==> config.mk <==
export PLATFORM = sky130hd
export DESIGN_NAME = sun2_timer_ctl_p
export DESIGN_NICKNAME = d
export VERILOG_FILES = /design/src/rtl/sun2_timer_pkg.sv /design/src/rtl/sun2_timer_prescale.sv /design/src/rtl/sun2_timer_ctl_p.sv
export SDC_FILE = /design/constraint.sdc
export NUM_CORES = 1
export LEC_CHECK = 0
export ABC_CLOCK_PERIOD_IN_PS = 4030
export BUFFER_PORTS_ARGS = -buffer_cell sky130_fd_sc_hd__buf_2
export CAP_MARGIN = 20
export CORE_UTILIZATION = 58
export DETAILED_ROUTE_END_ITERATION = 8
export PLACE_DENSITY = 0.91
export SETUP_SLACK_MARGIN = 0.3
export SYNTH_ARGS = -nofsm -noshare
export SYNTH_HDL_FRONTEND = slang
export SYNTH_SLANG_ARGS = --single-unit
==> constraint.sdc <==
create_clock -name clk -period 4.03 [get_ports clk]
set_input_delay 0 -clock clk [delete_from_list [all_inputs] [get_ports clk]]
set_output_delay 0 -clock clk [all_outputs]
set_load 0.01 [all_outputs]
==> src/rtl/sun2_timer_pkg.sv <==
// Shared constants and helpers for the CPU-board timer controller.
// Defaults match the production board; the AS counter width is derived from the timeout depth.
package sun2_timer_pkg;

  localparam int DEF_PRE_W         = 8;
  localparam int DEF_TIMEOUT_TICKS = 128;
  localparam int DEF_WDOG_PERIODS  = 4;
  localparam int DEF_INIT_CYCLES   = 16;
  localparam int DEF_OVR_W         = 4;

  function automatic int clog2(input int v);
    int r;
    int x;
    r = 0;
    x = v - 1;
    while (x > 0) begin
      r++;
      x = x >> 1;
    end
    return r;
  endfunction

  // One extra bit so the counter can hold TIMEOUT_TICKS itself and saturate there.
  localparam int DEF_AS_W = clog2(DEF_TIMEOUT_TICKS) + 1;

endpackage

==> src/rtl/sun2_timer_prescale.sv <==
// Tick-enabled free-running divider; carry is combinational in the cycle the count wraps.
// Count updates 1 clk after tick; no backpressure.
module sun2_timer_prescale #(
  parameter int W = 8
) (
  input  logic         clk,
  input  logic         reset,
  input  logic         tick,
  output logic [W-1:0] count,
  output logic         carry
);

  logic [W-1:0] count_q;

  always_ff @(posedge clk) begin
    if (reset) begin
      count_q <= '0;
    end else if (tick) begin
      count_q <= count_q + W'(1);
    end
  end

  assign count = count_q;
  assign carry = tick & (&count_q);

endmodule

==> src/rtl/sun2_timer_ctl_p.sv <==
// CPU-board timer: refresh requests with overrun count, bus timeout, watchdog-driven init pulse.
// All outputs registered, 1 clk after the causing input; no backpressure (ren only retires rreq).
module sun2_timer_ctl_p
  import sun2_timer_pkg::*;
#(
  parameter int PRE_W         = DEF_PRE_W,
  parameter int TIMEOUT_TICKS = DEF_TIMEOUT_TICKS,
  parameter int WDOG_PERIODS  = DEF_WDOG_PERIODS,
  parameter int INIT_CYCLES   = DEF_INIT_CYCLES,
  parameter int OVR_W         = DEF_OVR_W
) (
  input  logic             clk,
  input  logic             reset,
  input  logic             tick,
  input  logic             ren,
  input  logic             as,
  input  logic             tin,
  input  logic             halt,
  input  logic             sds,
  input  logic             sysb,
  input  logic             wdog_en,
  output logic [PRE_W-1:0] prescale,
  output logic             rreq,
  output logic [OVR_W-1:0] ovr_cnt,
  output logic             t_half,
  output logic             timeout,
  output logic             init
);

  localparam int AS_W   = clog2(TIMEOUT_TICKS) + 1;
  localparam int WD_W   = clog2(WDOG_PERIODS) + 1;
  localparam int INIT_W = clog2(INIT_CYCLES) + 1;

  logic              carry;
  logic              qual;
  logic              fire;
  logic              rreq_q, rreq_d;
  logic [OVR_W-1:0]  ovr_q, ovr_d;
  logic [AS_W-1:0]   as_cnt_q, as_cnt_d;
  logic              half_q, half_d;
  logic              to_q, to_d;
  logic [WD_W-1:0]   wd_q, wd_d;
  logic [INIT_W-1:0] init_cnt_q, init_cnt_d;
  logic              init_q, init_d;

  sun2_timer_prescale #(.W(PRE_W)) u_prescale (
    .clk   (clk),
    .reset (reset),
    .tick  (tick),
    .count (prescale),
    .carry (carry)
  );

  always_comb begin
    qual = wdog_en & halt & ~sds & ~sysb;
    // The watchdog is blind while init is already asserted, so it cannot re-fire mid-pulse.
    fire = ~init_q & qual & carry & (wd_q == WD_W'(WDOG_PERIODS - 1));

    rreq_d = (rreq_q | carry) & ~ren;
    ovr_d  = ovr_q;
    if (carry & rreq_q & ~ren & ~(&ovr_q)) ovr_d = ovr_q + OVR_W'(1);

    as_cnt_d = as_cnt_q;
    if (!as) begin
      as_cnt_d = '0;
    end else if (tick && (as_cnt_q != AS_W'(TIMEOUT_TICKS))) begin
      as_cnt_d = as_cnt_q + AS_W'(1);
    end
    half_d = as & (half_q | (as_cnt_q == AS_W'(TIMEOUT_TICKS / 2)));
    to_d   = as & (to_q | tin | (as_cnt_q == AS_W'(TIMEOUT_TICKS)));

    wd_d = wd_q;
    if (init_q | ~qual | fire) begin
      wd_d = '0;
    end else if (carry) begin
      wd_d = wd_q + WD_W'(1);
    end

    init_cnt_d = init_cnt_q;
    init_d     = init_q;
    if (fire) begin
      init_cnt_d = INIT_W'(INIT_CYCLES);
      init_d     = 1'b1;
    end else if (init_cnt_q != '0) begin
      init_cnt_d = init_cnt_q - INIT_W'(1);
      init_d     = (init_cnt_q != INIT_W'(1));
    end
  end

  always_ff @(posedge clk) begin
    if (reset) begin
      rreq_q     <= 1'b0;
      ovr_q      <= '0;
      as_cnt_q   <= '0;
      half_q     <= 1'b0;
      to_q       <= 1'b0;
      wd_q       <= '0;
      init_cnt_q <= INIT_W'(INIT_CYCLES);
      init_q     <= 1'b1;
    end else begin
      rreq_q     <= rreq_d;
      ovr_q      <= ovr_d;
      as_cnt_q   <= as_cnt_d;
      half_q     <= half_d;
      to_q       <= to_d;
      wd_q       <= wd_d;
      init_cnt_q <= init_cnt_d;
      init_q     <= init_d;
    end
  end

  assign rreq    = rreq_q;
  assign ovr_cnt = ovr_q;
  assign t_half  = half_q;
  assign timeout = to_q;
  assign init    = init_q;

endmodule

Yosys cells after proc, flatten, opt, wreduce, memory -nomap -nowiden

Cells that the tools add are included.

Flip-flop bits (word level): 32
Bits of input ports: 10
Output and inout port bits: 16
Logic and storage cells: 52

$add $sub $neg: 5
Equality and inequality tests: 5
Bitwise gates (word level): 26
Reductions and logical operators: 7

Operator list:

| cell                  | number |
|---|---|
| $add A8 B1 Y8 const B | 2 |
| $and A1 B1 Y1         | 13 |
| $eq A8 B7 Y1 const B  | 1 |
| $eq A8 B8 Y1 const B  | 1 |
| $ne A8 B8 Y1 const B  | 1 |
| $reduce_and A8 Y1     | 1 |
| $not A1 Y1            | 7 |
| $or A1 B1 Y1          | 6 |
| $reduce_or A2 Y1      | 3 |
| $ne A5 B1 Y1 const B  | 1 |
| $reduce_bool A5 Y1    | 1 |
| $sub A5 B1 Y5 const B | 1 |
| $add A4 B1 Y4 const B | 1 |
| $reduce_and A4 Y1     | 1 |
| $add A3 B1 Y3 const B | 1 |
| $eq A3 B2 Y1 const B  | 1 |
| $logic_and A1 B1 Y1   | 1 |

Depth between registers and ports, before layout

Gate-level depths: netlist (run 1).

Depth in word-level cells: 8
Mapped depth: 6
Mapped depth without buffers: 6

By module

Synthesis (run 1) repeated with hierarchy kept, for this count alone.

Cell total of the unflattened synthesis: 164
Area, all modules: 1482.7 um^2

By module, submodules not included:

| module              | times used | cells each | area each (um^2) | seq. area each (um^2) |
|---|---|---|---|---|
| sun2_timer_ctl_p    | 1          | 125        | 1128.6           | 480.5 |
| sun2_timer_prescale | 1          | 39         | 354.1            | 160.2 |

Least setup slack after synthesis (run 1)

OpenSTA, ideal clock, no wires.

Path kind: register -> register
Start: reg u_prescale.count_q[0], in the netlist u_prescale.count[0]
End: reg ovr_q[3], in the netlist ovr_cnt[3]
Library setup time: 70 ps
Arrival time: 1469 ps
Data required time: 3960 ps
Path slack: 2491 ps
Stages on the path, launching flop included: 7
Path buffers: 1
Period minus slack after synthesis: 1539 ps
Cells stage by stage: dfxtp_1 -> ha_1 -> and4_1 -> clkbuf_2 -> nand4_1 -> or3_1 -> a21oi_1

Word-level cells in the longest chain between the ends: 5

Ends and longest elaborated chain:

| what                        | RTL line                  | text |
|---|---|---|
| start, declared             | sun2_timer_prescale.sv:13 | `logic [W-1:0] count_q;` |
| start signal, assigned      | sun2_timer_prescale.sv:19 | `count_q <= count_q + W'(1);` |
| $reduce_and A8 Y1           | sun2_timer_prescale.sv:24 | `assign carry = tick & (&count_q);` |
| $and A1 B1 Y1               | sun2_timer_prescale.sv:24 |  |
| $and A1 B1 Y1 (3 in series) | sun2_timer_ctl_p.sv:61    | `if (carry & rreq_q & ~ren & ~(&ovr_q)) ovr_d = ovr_q + OVR_W'(1);` |
| end signal, assigned        | sun2_timer_ctl_p.sv:102   | `ovr_q <= ovr_d;` |
| end, declared               | sun2_timer_ctl_p.sv:38    | `logic [OVR_W-1:0] ovr_q, ovr_d;` |

Every way passes these cells.
A chain may end at the register's enable or synchronous reset.

Final worst setup path (run 1)

Ends and elaborated chain as after synthesis.

==> results of run 1 <==
## final timing paths
| check | cells after the start | startpoint | to | slack (ps) |
|---|---|---|---|---|
| worst min-delay path | 2 | reset | u_prescale.count[3]$_SDFFE_PP0P_ | 30 |
| worst max register to register | 5 | u_prescale.count[0]$_SDFFE_PP0P_ | ovr_cnt[3]$_SDFFE_PP0P_ | 2370 |
| worst max-delay path | 5 | u_prescale.count[0]$_SDFFE_PP0P_ | ovr_cnt[3]$_SDFFE_PP0P_ | 2370 |
| worst min register to register | 2 | wd_q[1]$_SDFFE_PP0N_ | wd_q[1]$_SDFFE_PP0N_ | 470 |
## state kept, by name (all words and copies together), names as in the netlist
name and count:
timeout 1, ovr_cnt 4, wd_q 3, rreq 1, init_cnt_q 5, as_cnt_q 8, u_prescale.count 8, t_half 1
init 1
## cells in the final DEF, fill, tap and decap left out, drive strengths merged
cell type    netlist  routed
a211oi             1       1
a21oi              8       8
a31o               1       1
a31oi              2       2
and3               3       3
and4               4       4
buf                1      25
clkbuf             4       7
dfxtp             32      32
dlygate4sd3        0       2
ha                 8       8
inv                7       7
mux2i              3       3
nand2             14      14
nand2b             2       2
nand3              5       5
nand3b             1       1
nand4              7       7
nor2              23      23
nor2b              2       2
nor3               7       7
nor3b              2       2
nor4               3       3
o21ai              4       4
o31ai              1       1
o41ai              1       1
or3                6       6
xnor2              8       8
xor2               6       6
## power by group through the flow
| stage | clock network [mW] | logic [mW] | registers, mW |
|---|---|---|---|
| after floorplan | 0 | 0.0850 | 0.369 |
| after global placement | 0 | 0.104 | 0.370 |
| after detailed placement | 0 | 0.110 | 0.372 |
| after CTS | 0.206 | 0.112 | 0.365 |
| after global routing | 0.220 | 0.131 | 0.369 |
| final | 0.200 | 0.111 | 0.365 |
## critical path, stage by stage, from the launching register on
cell and delay (ps):
dfxtp_1 400, ha_1 210, and4_1 340, nand4_1 140
or3_1 360, a21oi_1 150
## metrics by stage
stage | instance area, um^2 | instances | setup slack, ps | hold slack [ps] | util [%]
global route | 1695 | 223 | 2250 | 27.41 | 73.80
finish | 1695 | 223 | 2373 | 25.05 | 73.80
global placement | 1610 | 214 | 2530 | 183.2 | 70.10
detailed placement | 1610 | 214 | 2378 | 188.3 | 70.10
CTS | 1695 | 223 | 2359 | 14.02 | 73.80
floorplan | 1471 | 166 | 2491 | 79.31 | -
## cells by family (layout without fill, tap and decap cells)
kind of cell	count (synthesis)	in the layout
simple gates	79	79
xor+xnor	14	14
buf+inv	12	41
fa+ha+maj	8	8
mux	3	3
compound gates	18	18
flops	32	32
## layer usage
layer  wire [um]  track usage (%)
met2        1475            46.62
met3         127            7.826
met1        1250            26.75
met4          48            9.211
met5           0                0
## area by class of cell
type                       count  share of cell area (%)
inverter                       7                   1.550
clock buffer                   7                   3.838
multi-input combinational    122                   46.20
sequential                    32                   37.79
timing repair buffer          27                   8.561
tap                           28                   2.066
==> results.toml, run 1 <==
[outcome]
status = "complete, no violations"

[cts]
post_cts_resized = 0
holdBufCountCts = 2
postCtsSetupBuffers = 0
cts_root_buf = "clkbuf_4"
cts_tree = "yes"
htree_levels = 2
cts_buffers = 5
clock_latency_ps = 330
clk_pin_slew_ps = 100
cts_sinks = 32
clockBufferDepth = 2

[timing]
finalCriticalPeriod_ps = 1657
fmax_mhz = 603.5
rsz0062_at_grt = "false"
finalHoldViolCount = 0
fin_crit_sh_pct = 41.11
max-slew-margin-rel_pct = 63.49
tightest_slew_ps = 542.7
fin_worst_skew_ps = 13.01
finalSetupViolCount = 0
setup_tns_ps = 0
slew_violations = 0

[setup_path]
path_class = "reg2reg"
worstPathArrival_ps = 1920
start_kind = "flip-flop"
critPathCaptureType = "flip-flop"
cp_max_fo = 6
required_ps = 4290

[route]
wl_mm = 2.902
num_vias = 1261
via_per_inst = 5.655
drt_iter0_drc = 16
first_pass_iters = 4
drc = 0
wl_per_cell_um = 13.01
ant_nets = 0

[placement]
place.gp.congestion = 0.7904
port_buffers = 25
place_hpwl_mm = 2.091

[synthesis]
synthAdderAreaFrac_pct = 6.803
synth_nets = 184
ys_ff_latch = 32
synth_compound_area_share_pct = 8.418
synthXorXnorAreaFrac_pct = 8.333
synth_edf_count = 0
ys_types = 31
synth_top_area_share_pct = 43.54
synthesis.area_um2 = 1471
ys.flop_type = "dfxtp_1"
netlist_instances = 166
avgSynthCellArea_um2 = 8.864
synth-simple-area-share_pct = 27.64
synth_most_common_cell = "dfxtp_1"
synth.area.mux_share_pct = 2.041
synth_top_family_by_area = "simple AND/OR/NAND/NOR gates"
synth-async-reset-ratio_pct = 0
yosysSeqAreaShare_pct = 43.54
synthTopCellsByArea = "dfxtp_1 44%, ha_1 6.8%, nor2_1 5.9%"
ys_top_cells_by_count = "32 x dfxtp_1, 23 x nor2_1, 14 x nand2_1"
ys.warnings.count = 0
yosysTopAreaCell = "dfxtp_1"

[grt]
grt_pass1_vias = 1200
grt_usage_pct = 25.39
grt_pass1_wl_mm = 4.995
antenna_found_initial = 0
grt_max_degree = 18
grt_overflow = 0

[pwr]
powerDensity_nw_per_um2 = 399.1
p_int_uw = 492.4
leakagePower_nw = 0.6854
pwr-share-seq_pct = 54.0
switchingPower_uw = 184.2
p_sw_share_pct = 27.22
pwr-share-comb_pct = 16.5
clkPwrFrac_pct = 29.5
peakVddDrop_v = 0.0003235
power_uw = 676.6

[floorplan]
die_width_um = 52.37
die_y_um = 52.37
ios = 26
row_count = 17
initial_core_util_pct = 64.05
core_area_um2 = 2297
die-area_um2 = 2742

[layout]
area.growth.synth_to_final_pct = 15.22
diodes = 0
multiInputGateArea_um2 = 783.3
drive_above_1_share_pct = 18.46
nNetsFinal = 213
nFillCells = 177
seqCellArea_um2 = 640.6

[worst_hold_path]
hold_path_class = "in2reg"

[flow_run]
drv_cap = 0
No activity file was read; power rests on OpenSTA's default activity.
==> run 2, diff against run 1 <==
- ABC_CLOCK_PERIOD_IN_PS: 4030 -> 1500
- CORE_UTILIZATION: 58 -> 49
- PLACE_DENSITY: 0.91 -> 0.83
- clock period: 4.03 -> 1.5 ns (I/O delays scaled with it)
==> results.toml, run 2 (synthesized netlist as in run 1, its figures left out) <==
[placement]
port_buffers = 25
place_hpwl_mm = 2.090
place.gp.congestion = 0.8228
postPlaceCellArea_um2 = 1673

[layout]
drive_above_1_share_pct = 44.55
nNetsFinal = 229
final_common_cell = "buf_2"
area.growth.synth_to_final_pct = 39.54
fin_area_um2 = 2053
fin_util_pct = 73.19
layout_common_cells = "25 x buf_2, 21 x dfxtp_1, 19 x nor2_1"
diodes = 0

[route]
drt_iter0_drc = 44
wl_per_cell_um = 14.71
num_vias = 1382
drc = 4
first_pass_iters = 6
ant_nets = 0
wl_mm = 3.560
via_per_inst = 5.711

[cts]
clockBufferDepth = 2
cts_tree = "yes"
cts_sinks = 32
cts_root_buf = "clkbuf_4"
clk_pin_slew_ps = 90
htree_levels = 2
cts_buffers = 5
clock_latency_ps = 340

[setup_path]
path_class = "reg2reg"
crit_chain = "or3_4 -> o41ai_4 -> mux2i_1 -> nor2_1"
worstReg2RegEnd = "as_cnt_q[1]$_SDFFE_PP0P_"
worstPathArrival_ps = 1650
cp_max_fo = 3
path_delay_family = "simple AND/OR/NAND/NOR gates"
required_ps = 1720
r2r_slack_ps = 70
reg2reg_depth = 4
cp_slowest_cell = "or3_4"
crit_path_max_incr_delay_ps = 410
reg2reg_from = "as_cnt_q[4]$_SDFFE_PP0P_"
critPathCaptureType = "flip-flop"
path_buf_inv = 0
start_kind = "flip-flop"

[outcome]
status = "complete, but fails checks"
violations = "DRC"

[floorplan]
ios = 26
row_count = 19
core_area_um2 = 2805
initial_core_util_pct = 52.45
die-area_um2 = 3226
die_width_um = 56.80
die_y_um = 56.80

[timing]
slew_violations = 0
finalCriticalPeriod_ps = 1432
rsz0062_at_grt = "true"
max-slew-margin-rel_pct = 70.38
holdWs_ps = 51.49
fmax_mhz = 698.6
tightest_slew_ps = 444.2
finalHoldViolCount = 0
fin_worst_skew_ps = 10.40
fin_crit_sh_pct = 95.43
setup_tns_ps = 0
finalSetupViolCount = 0

[grt]
grt_pass1_wl_mm = 5.444
antenna_found_initial = 0
grt_pass1_vias = 1355
grt_max_degree = 18
grt_overflow = 0
grt_usage_pct = 22.22

[worst_hold_path]
hold_path_class = "in2reg"
min_path_cells = 2
hold_end = "ovr_cnt[1]$_SDFFE_PP0P_"
min_from = "reset"

[flow_run]
drv_cap = 0

[pwr]
powerDensity_nw_per_um2 = 893.6
leakagePower_nw = 0.7875
peakVddDrop_v = 0.0005215
run 2: cell count changes in the layout (fill, tap and decap cells not counted), moves of 4 or more:
cell,change
dfxtp_1,-11
buf_4,+10
dfxtp_2,+8
buf_6,+6
ha_1,-5
ha_4,+4
nor2_1,-4
run 2: final cells by class:
class                           instances  area (um^2)
Clock inverter                          1        5.005
Tap cell                               31        38.79
Clock buffer                            6        41.29
Inverter                                7        26.28
Multi-Input combinational cell        122        992.2
Sequential cell                        32        661.9
Timing Repair Buffer                   43        287.8
Fill cell                             206        752.0
run 2: power breakdown:
group	leakage, nW	internal, mW	switching, mW
Clock	0.0281	0.172	0.286
Combinational	0.493	0.188	0.198
Sequential	0.266	0.918	0.0723
Total	0.788	1.28	0.557
run 2: repair_timing:
action / CTS / global route
hold endpoints to repair: 2 / 0
buffers inserted: 8 / 5
pin swaps: 13 / 13
endpoints found under the setup margin: 22 / 26
hold buffers: 2 / 0
resized for setup: 24 / 26
run 2: worst max-delay path by stage:
stage	from	endpoint	slack, ps	depth (start not counted)
floorplan	u_prescale.count[1]$_SDFFE_PP0P_	ovr_cnt[3]$_SDFFE_PP0P_	150	6
global placement	u_prescale.count[1]$_SDFFE_PP0P_	ovr_cnt[1]$_SDFFE_PP0P_	110	5
detailed placement	u_prescale.count[1]$_SDFFE_PP0P_	ovr_cnt[3]$_SDFFE_PP0P_	30	5
CTS	as_cnt_q[4]$_SDFFE_PP0P_	as_cnt_q[1]$_SDFFE_PP0P_	70	4
global route	as_cnt_q[4]$_SDFFE_PP0P_	as_cnt_q[1]$_SDFFE_PP0P_	10	4
finish	as_cnt_q[4]$_SDFFE_PP0P_	as_cnt_q[1]$_SDFFE_PP0P_	70	4
run 2: per-layer routing:
| metal | GRT usage (%) | wire [um] | part of all wire [%] |
|---|---|---|---|
| met1 | 20.98 | 1393 | 39 |
| met5 | 0 | 0 | 0 |
| met4 | 12.89 | 107 | 3.0 |
| met2 | 42.69 | 1898 | 53 |
| met3 | 5.530 | 160 | 4.5 |
run 2: stage by stage:
step                      cells  setup WS [ps]  total power [mW]
final                       242          68.48             1.835
after global routing        242          14.91             1.956
after CTS                   237          67.90             1.796
after detailed placement    220          34.26             1.300
after global placement      220          111.6             1.275
after floorplan             166          152.5             1.225
==> run 3, diff against run 2 <==
- PLACE_DENSITY: 0.83 -> 0.76
- SYNTH_HIERARCHICAL: unset -> 1
==> results.toml, run 3 <==
[outcome]
status = "complete, but fails checks"
violations = "DRC, setup timing"

[pwr]
power_mw = 1.892
peakVddDrop_v = 0.0007813
leakagePower_nw = 0.8953
powerDensity_nw_per_um2 = 866.9

[synthesis]
ys.warnings.count = 6
synth_nets = 182
synth-async-reset-ratio_pct = 0
netlist_instances = 164
avgSynthCellArea_um2 = 9.041
ys_top_cells_by_count = "32 x dfxtp_1, 21 x nor2_1, 10 x a21oi_1, 10 x nand2_1"
synthesis.area_um2 = 1483
ys_ff_latch = 32
yosysSeqAreaShare_pct = 43.21
synth_most_common_cell = "dfxtp_1"
synth_top_area_share_pct = 43.21
ys_types = 35
synthTopCellsByArea = "dfxtp_1 43%, ha_1 6.8%, nor2_1 5.3%"
ys.flop_type = "dfxtp_1"
yosysTopAreaCell = "dfxtp_1"
synth_edf_count = 0

[worst_hold_path]
min_path_cells = 2
hold_end = "ovr_cnt[0]$_SDFFE_PP0P_"
hold_path_class = "in2reg"
min_from = "reset"

[cts]
clk_pin_slew_ps = 100
cts_buffers = 5
cts_sinks = 32
clockBufferDepth = 2
htree_levels = 2
cts_tree = "yes"
cts_root_buf = "clkbuf_4"
clock_latency_ps = 330

[setup_path]
required_ps = 1740
cp_max_fo = 3
reg2reg_from = "u_prescale/count[1]$_SDFFE_PP0P_"
critPathCaptureType = "flip-flop"
reg2reg_depth = 7
start_kind = "flip-flop"
r2r_slack_ps = -220
worstReg2RegEnd = "ovr_cnt[2]$_SDFFE_PP0P_"
worstPathArrival_ps = 1950
path_class = "reg2reg"

[timing]
rsz0062_at_grt = "true"
slew_violations = 0
finalCriticalPeriod_ps = 1716
finalSetupViolCount = 10
fin_crit_sh_pct = 114.4
max-slew-margin-rel_pct = 72.52
setup_slack_ps = -215.9
tightest_slew_ps = 411.1
finalHoldViolCount = 0
fin_worst_skew_ps = 7.180
fmax_mhz = 582.8

[grt]
grt_usage_pct = 24.51
grt_pass1_wl_mm = 6.065
antenna_found_initial = 0
grt_max_degree = 17
grt_overflow = 0
grt_pass1_vias = 1410

[layout]
drive_above_1_share_pct = 45.78
final_common_cell = "buf_2"
nNetsFinal = 242
layout_common_cells = "25 x buf_2, 23 x buf_4, 22 x dfxtp_1"
diodes = 0
area.growth.synth_to_final_pct = 47.17

[placement]
place.gp.congestion = 0.7764
port_buffers = 25
dp_slack_ps = -257.1
place_hpwl_mm = 2.374

[floorplan]
core_area_um2 = 2805
initial_core_util_pct = 52.85
die_y_um = 57.01
die_width_um = 57.01
row_count = 19
ios = 26
die-area_um2 = 3250

[route]
first_pass_iters = 6
drt_iter0_drc = 116
ant_nets = 0
via_per_inst = 5.543
num_vias = 1419
drc = 2
wl_per_cell_um = 14.32
wl_mm = 3.667

[flow_run]
drv_cap = 0
## run 3: area by class of cell
cell class              instances  area [um^2]
multi-input cells             121         1008
flip-flops and latches         32        668.1
fillers                       203        623.1
repair buffers                 56        382.9
clock buffers                   7        45.04
well taps                      31        38.79
inverters                       8        35.03
clock inverters                 1        3.754
## run 3: what timing repair did
| item | in CTS | in global routing |
|---|---|---|
| pin swaps | 8 | 19 |
| setup buffers | 6 | 4 |
| endpoints found under the hold margin | 3 | 0 |
| hold buffers | 4 | 0 |
| setup endpoints to repair | 22 | 26 |
| resized for setup | 21 | 31 |
## run 3: worst max-delay path: stages, from the launching register on
cell	delay, ps
dfxtp_4	370
ha_4	140
nand3_4	70
nor2_4	80
and3_4	190
nand3b_1	110
or4b_1	510
and3_1	160
## run 3: cells by family (layout without fill, tap and decap cells)
kind of cell	Yosys count	after routing	synth area share [%]
AND/OR/NAND/NOR	72	72	26.50
flip-flops	32	32	43.21
AO/OA/AOI/OAI	26	26	10.72
multiplexers	7	7	4.810
buffers and inverters	11	72	3.291
adder cells (fa/ha/maj)	8	8	6.751
XOR/XNOR	8	8	4.726
## run 3: where the power goes
| group | internal (mW) | total (mW) | switching (mW) |
|---|---|---|---|
| sequential | 0.909 | 0.988 | 0.0794 |
| combinational | 0.234 | 0.435 | 0.201 |
| clock | 0.180 | 0.468 | 0.288 |
| total | 1.32 | 1.89 | 0.569 |
## run 3: metal layers
metal / vias to the layer above / share of wire, % / track usage (%)
met5: - / 0 / 0
met4: 0 / 2.7 / 11.85
met3: 9 / 3.9 / 7.029
met2: 35 / 52 / 42.52
met1: 659 / 41 / 27.61
li1: 716 / - / -
## run 3: worst max path at each step
stage / depth (start not counted) / endpoint / from / slack, ps
2_1_floorplan: 8 / ovr_cnt[2]$_SDFFE_PP0P_ / u_prescale/count[1]$_SDFFE_PP0P_ / -370
3_3_place_gp: 8 / ovr_cnt[1]$_SDFFE_PP0P_ / u_prescale/count[1]$_SDFFE_PP0P_ / -190
3_5_place_dp: 8 / ovr_cnt[1]$_SDFFE_PP0P_ / u_prescale/count[1]$_SDFFE_PP0P_ / -260
4_1_cts: 8 / ovr_cnt[1]$_SDFFE_PP0P_ / u_prescale/count[0]$_SDFFE_PP0P_ / -200
5_1_grt: 7 / ovr_cnt[2]$_SDFFE_PP0P_ / u_prescale/count[1]$_SDFFE_PP0P_ / -300
6_report: 7 / ovr_cnt[2]$_SDFFE_PP0P_ / u_prescale/count[1]$_SDFFE_PP0P_ / -220
## run 3: through the flow
stage	utilization, %	TNS (ps)	cells	cell area [um^2]	hold slack [ps]
after global routing	77.79	-1980	256	2182	46.33
after floorplan	-	-1098	164	1553	69.07
after CTS	72.35	-966.3	252	2029	8.393
final	77.79	-1241	256	2182	32.72
after global placement	64.94	-726.1	234	1822	183.2
after detailed placement	64.94	-1072	234	1822	190.3
